--- config.mk ---
export PLATFORM = sky130hd
export DESIGN_NAME = separar_matricula_flat
export DESIGN_NICKNAME = d
export VERILOG_FILES = /design/src/rtl/separar_matricula_pkg.sv /design/src/rtl/separar_matricula_if.sv /design/src/rtl/separar_matricula.sv /design/src/flat_wrapper.sv
export SDC_FILE = /design/constraint.sdc
export NUM_CORES = 1
export LEC_CHECK = 0
export ABC_AREA = 1
export BUFFER_PORTS_ARGS = -buffer_cell sky130_fd_sc_hd__buf_2
export CAP_MARGIN = 30
export CORE_MARGIN = 1.5
export CORE_UTILIZATION = 55
export DETAILED_ROUTE_END_ITERATION = 7
export HOLD_SLACK_MARGIN = 0.05
export PLACE_DENSITY = 0.89
export SYNTH_ARGS = -nofsm -noshare
export SYNTH_HDL_FRONTEND = slang
export SYNTH_SLANG_ARGS = --single-unit
--- constraint.sdc ---
create_clock -name clk -period 2.65 [get_ports clk]
set_input_delay 0.6625 -clock clk [delete_from_list [all_inputs] [get_ports clk]]
set_output_delay 0.6625 -clock clk [all_outputs]
set_load 0.02 [all_outputs]
--- src/rtl/separar_matricula_pkg.sv ---
// Shared plate geometry and unpacker FSM states, imported by the
// packing and unpacking blocks alike.
package matricula_pkg;

    localparam int NUM_DIGITS = 6;
    localparam int DIGIT_W    = 4;
    localparam int MAT_W      = NUM_DIGITS * DIGIT_W;
    localparam int IDX_W      = $clog2(NUM_DIGITS);

    typedef enum logic {
        IDLE  = 1'b0,
        ENVIA = 1'b1
    } estado_t;

endpackage

--- src/rtl/separar_matricula_if.sv ---
// Plate-in / digit-out handshake bundle between the plate register,
// the unpacker and the per-digit consumer.
interface separar_matricula_if;
    import matricula_pkg::*;

    logic [MAT_W-1:0]   matricula;
    logic               mat_valid;
    logic               mat_ready;
    logic [DIGIT_W-1:0] digito;
    logic [IDX_W-1:0]   digito_idx;
    logic               digito_valid;
    logic               digito_ready;
    logic               fim;
    logic               ocupado;

    modport slave (
        input  matricula,
        input  mat_valid,
        output mat_ready,
        output digito,
        output digito_idx,
        output digito_valid,
        input  digito_ready,
        output fim,
        output ocupado
    );

    modport master (
        output matricula,
        output mat_valid,
        input  mat_ready,
        input  digito,
        input  digito_idx,
        input  digito_valid,
        output digito_ready,
        input  fim,
        input  ocupado
    );

endinterface

--- src/rtl/separar_matricula.sv ---
// Splits a packed 24-bit plate into its six digits, most-significant first.
//   state | meaning
//   IDLE  | waiting for a plate, mat_ready high
//   ENVIA | presenting shreg's top nibble as the current digit
module separar_matricula
    import matricula_pkg::*;
(
    input  logic               clk,
    input  logic               rst_n,
    separar_matricula_if.slave bus
);

    localparam logic [IDX_W-1:0] IDX_LAST = IDX_W'(NUM_DIGITS - 1);

    estado_t          state;
    estado_t          state_nxt;
    logic [MAT_W-1:0] shreg;
    logic [MAT_W-1:0] shreg_nxt;
    logic [IDX_W-1:0] idx;
    logic [IDX_W-1:0] idx_nxt;
    logic             fim_q;
    logic             fim_nxt;

    always_ff @(posedge clk or negedge rst_n) begin
        if (!rst_n) begin
            state <= IDLE;
            shreg <= '0;
            idx   <= '0;
            fim_q <= 1'b0;
        end else begin
            state <= state_nxt;
            shreg <= shreg_nxt;
            idx   <= idx_nxt;
            fim_q <= fim_nxt;
        end
    end

    always_comb begin
        state_nxt = state;
        shreg_nxt = shreg;
        idx_nxt   = idx;
        fim_nxt   = 1'b0;
        case (state)
            IDLE: begin
                if (bus.mat_valid) begin
                    shreg_nxt = bus.matricula;
                    idx_nxt   = '0;
                    state_nxt = ENVIA;
                end
            end
            ENVIA: begin
                if (bus.digito_ready) begin
                    // Shifting in zeros also leaves digito at 0 once the plate is done.
                    shreg_nxt = {shreg[MAT_W-DIGIT_W-1:0], {DIGIT_W{1'b0}}};
                    if (idx == IDX_LAST) begin
                        idx_nxt   = '0;
                        fim_nxt   = 1'b1;
                        state_nxt = IDLE;
                    end else begin
                        idx_nxt = idx + 1'b1;
                    end
                end
            end
            default: state_nxt = IDLE;
        endcase
    end

    assign bus.mat_ready    = (state == IDLE);
    assign bus.digito_valid = (state == ENVIA);
    assign bus.ocupado      = (state != IDLE);
    assign bus.digito       = shreg[MAT_W-1 -: DIGIT_W];
    assign bus.digito_idx   = idx;
    assign bus.fim          = fim_q;

endmodule

--- src/flat_wrapper.sv ---
// flat-port wrapper written by rule: the top's interface ports become plain ports
module separar_matricula_flat import matricula_pkg::*;
  (clk, rst_n, bus_matricula, bus_mat_valid, bus_mat_ready, bus_digito, bus_digito_idx, bus_digito_valid, bus_digito_ready, bus_fim, bus_ocupado);
  separar_matricula_if bus_i ();
  input  logic clk;
  input  logic rst_n;
  input wire logic [$bits(bus_i.matricula)-1:0] bus_matricula;
  input wire logic [$bits(bus_i.mat_valid)-1:0] bus_mat_valid;
  output wire logic [$bits(bus_i.mat_ready)-1:0] bus_mat_ready;
  output wire logic [$bits(bus_i.digito)-1:0] bus_digito;
  output wire logic [$bits(bus_i.digito_idx)-1:0] bus_digito_idx;
  output wire logic [$bits(bus_i.digito_valid)-1:0] bus_digito_valid;
  input wire logic [$bits(bus_i.digito_ready)-1:0] bus_digito_ready;
  output wire logic [$bits(bus_i.fim)-1:0] bus_fim;
  output wire logic [$bits(bus_i.ocupado)-1:0] bus_ocupado;
  assign bus_i.matricula = bus_matricula;
  assign bus_i.mat_valid = bus_mat_valid;
  assign bus_mat_ready = bus_i.mat_ready;
  assign bus_digito = bus_i.digito;
  assign bus_digito_idx = bus_i.digito_idx;
  assign bus_digito_valid = bus_i.digito_valid;
  assign bus_i.digito_ready = bus_digito_ready;
  assign bus_fim = bus_i.fim;
  assign bus_ocupado = bus_i.ocupado;
  separar_matricula u_core (.clk(clk), .rst_n(rst_n), .bus(bus_i));
endmodule
# == After elaboration in Yosys (flattened, before gate mapping) ==
# Index checks and enable logic that the tools add are counted.
# totals
reg_bits,29
mem_bits_ro,0
elab_cells,24
mem_bits_rw,0
latchBits,0
inputBits,28
mem_count,0
# classes
eq_ne,3
mux,14
shift,0
n_reduce_logical,1
bitwise_logic,1
add_sub_neg,1
multipliers,0
div_mod_pow,0
n_lt_le_gt_ge,0
# ops
operator,count
two-way mux 24 bit,2
case mux 24 bit (2 select lines),1
two-way mux 3 bit,3
two-way mux 1 bit,6
case mux 3 bit (2 select lines),1
"inequality test 2 bit, second input constant",2
"adder 3 x 1 -> 3 bit, second input constant",1
"== test 3 bit, second input constant",1
case mux 1 bit (2 select lines),1
AND reduction 2 bit,1
inverter 1 bit,1

# == Logic depth before layout (Yosys ltp) ==
# logic_depth
depth_word,4
mapped_depth,7
ltp_nobuf,6

# == Worst setup path after synthesis ==
# OpenSTA, ideal clock, no wires.
# synth_timing
path_type,reg2out
from,reg u_core.state (netlist: u_core.bus.digito_valid)
to,out bus_mat_ready
stages_incl_launch_ff,4
required_time_ps,1987
arrival_ps,843
setup_slack_ps,1144
path_cell_list,dfrtp_1 -> inv_2 -> buf_4 -> buf_6
# synth_via
elab_chain_cells,1
# synth_rtl
element,line_no,text
start: declaration,separar_matricula.sv:15,estado_t state;
start signal: assignment,separar_matricula.sv:31,state <= state_nxt;
inverter 1 bit,separar_matricula.sv:68,assign bus.mat_ready = (state == IDLE);
end: declaration,flat_wrapper.sv:9,output wire logic [$bits(bus_i.mat_ready)-1:0] bus_mat_ready;
# No other way between the ends.

# == Final worst setup path ==
# layout_timing
from,reg u_core.state (netlist: u_core.bus.digito_valid)
to,out bus_ocupado
# layout_rtl
element,line_no,text
end: declaration,flat_wrapper.sv:15,output wire logic [$bits(bus_i.ocupado)-1:0] bus_ocupado;
# No word-level cell between the ends.

==> results.json <==
{
  "antenna_found_initial": 0,
  "dpl.hpwl_mm": 2.02,
  "critPathRequiredTime_ns": 1.99,
  "final_cells": 260,
  "period_share": 0.750,
  "fin_util": 0.655,
  "grt_pass1_vias": 1134,
  "route.detailed.drc": 0,
  "switching_share": 0.391,
  "die_w_um": 54.3,
  "postCtsResizedCells": 0,
  "fin_crit_ns": 1.99,
  "gp_congestion": 0.769,
  "crit_path_end_kind": "output pin",
  "fin_hold_ws_ns": 0.348,
  "worstMarginPinSlew_ns": 0.631,
  "status": "finished, final reports clean",
  "synth_nets": 225,
  "dp_slack_ns": 0.792,
  "p_sw_mw": 0.559,
  "gr-total-overflow": 0,
  "track_usage": 0.225,
  "vias": 1273,
  "drv_cap": 0,
  "crit_fanout": 12,
  "fin_skew_ns": 0.00582,
  "postCtsSetupBuffers": 0,
  "routed_wl_mm": 2.86,
  "maxSlewViolCount": 0,
  "num_antenna_cells": 0,
  "met3_length_um": 150,
  "holdBufCountCts": 0,
  "yosys_warnings": 0,
  "worst_ep_arrival_time_ns": 1.32,
  "ir_drop_v": 0.000536,
  "fin_nets": 258,
  "route.met2.wl_mm": 1.34,
  "yosysSeqAreaShare": 0.502,
  "numCtsBuffers": 5,
  "hold_viol": 0,
  "rsz0062_at_grt": "no",
  "cts_tree": "done",
  "clkPwrFrac": 0.190,
  "drtIter0Drc": 47,
  "hp-class": "in2async",
  "routed.top_layer": "met4",
  "p_leak_nw": 0.992,
  "grt_start_max_net_pins": 30,
  "seq_power_share": 0.460,
  "initial_core_util": 0.583,
  "yosysUniqueCellTypes": 10,
  "cts_sinks": 29,
  "path_class": "reg2out",
  "max_clock_freq_mhz": 503,
  "postRouteAntennaNets": 0,
  "vias_per_cell": 4.90,
  "p_per_area_mw_per_mm2": 881,
  "insertion_delay_ns": 0.32,
  "dp.cells": 253,
  "dieArea_mm2": 0.00294,
  "dpl-instance-area_mm2": 0.00157,
  "core_mm2": 0.00248,
  "h-tree-depth": 2,
  "met1_length_mm": 1.32,
  "power.total_mw": 1.43,
  "netlist_instances": 197,
  "syn_avg_cell_area_um2": 7.34,
  "layout-drive-gt1-share": 0.213,
  "final_area_mm2": 0.00162,
  "p_comb_frac": 0.350,
  "setup_tns_ns": 0,
  "detail_route.wl_per_cell_um": 11.0,
  "clkTransAtPathRegs_ns": 0.09,
  "critPathLaunchType": "register",
  "grt_pass1_wl_mm": 4.66,
  "relSlewSlack": 0.579,
  "setup_violations": 0,
  "p_int_mw": 0.870,
  "dr.pass1.iters": 4,
  "cts_buffer_depth": 2,
  "io_buffers": 38,
  "cts_root_buf": "clkbuf_4",
  "rows": 18,
  "netlist_area_mm2": 0.00145,
  "area_delta_synth_final_pct": 12.3,
  "layout_setup_ws_ns": 0.663,
  "chipHeight_um": 54.3,
  "ys_ff_latch": 29,
  "ios": 39
}
## cell families (layout without fill, tap and decap cells)
| family | after synthesis | after routing | share of synthesized area |
|---|---|---|---|
| AOI/OAI and AO/OA | 7 | 7 | 0.0242 |
| buffers and inverters | 22 | 55 | 0.104 |
| DFF | 29 | 29 | 0.502 |
| and+or+nand+nor | 139 | 139 | 0.370 |
## synth_stat cells
library cell | n | area share
buf_4 | 10 | 0.052
buf_6 | 4 | 0.031
dfrtp_1 | 29 | 0.50
inv_1 | 6 | 0.016
inv_2 | 2 | 0.0052
nand2_1 | 126 | 0.33
nand2_2 | 1 | 0.0043
nand3_1 | 8 | 0.028
nor2_1 | 4 | 0.010
o21ai_0 | 7 | 0.024
## flip-flops by register name, indices dropped and copies added (netlist names)
register,count
u_core.bus.digito_idx,3
u_core.shreg,24
u_core.bus.digito_valid,1
u_core.bus.fim,1
## cells in the final DEF, fill, tap and decap left out, drive strengths merged
cell,n
nand2,127
buf,40
dfrtp,29
nand3,8
inv,8
o21ai,7
clkbuf,7
nor2,4
## per-layer routing
metal,vias up,GRT usage
met4,0,0.100
met1,583,0.273
li1,650,-
met2,35,0.376
met5,-,0
met3,5,0.0574
## critical path, cell delays in order (launching register included)
cell and delay (ns):
dfrtp_1 0.57, buf_4 0.25, buf_2 0.19
## final timing paths
kind                                                   start                            to  slack (ns)  cells past startpoint
min in group clk                u_core.shreg[20]$_DFFE_PN0P_  u_core.shreg[20]$_DFFE_PN0P_        0.48                      2
setup reg to reg           u_core.bus.digito_valid$_DFF_PN0_  u_core.shreg[11]$_DFFE_PN0P_        0.77                      6
hold / removal                                         rst_n   u_core.shreg[2]$_DFFE_PN0P_        0.35                      1
setup / recovery           u_core.bus.digito_valid$_DFF_PN0_                   bus_ocupado        0.66                      2
max in group asynchronous                              rst_n   u_core.shreg[8]$_DFFE_PN0P_        1.89                      1
hold reg to reg                 u_core.shreg[20]$_DFFE_PN0P_  u_core.shreg[20]$_DFFE_PN0P_        0.48                      2
## area by class of cell
| cell class | instances | area (um2) |
|---|---|---|
| clock buffer | 7 | 55.1 |
| fill | 235 | 855 |
| inverter | 8 | 30.0 |
| multi-input combinational | 146 | 569 |
| sequential | 29 | 726 |
| tap | 30 | 37.5 |
| timing repair buffer | 40 | 205 |
## power groups by stage
stage | Clock (mW) | Sequential (mW) | Combinational [mW]
detailed placement | 0 | 0.666 | 0.502
floorplan | 0 | 0.671 | 0.416
global placement | 0 | 0.663 | 0.488
global route | 0.294 | 0.673 | 0.574
CTS | 0.276 | 0.658 | 0.504
finish | 0.272 | 0.657 | 0.500
Note: power is estimated with default switching activity, not from simulation.
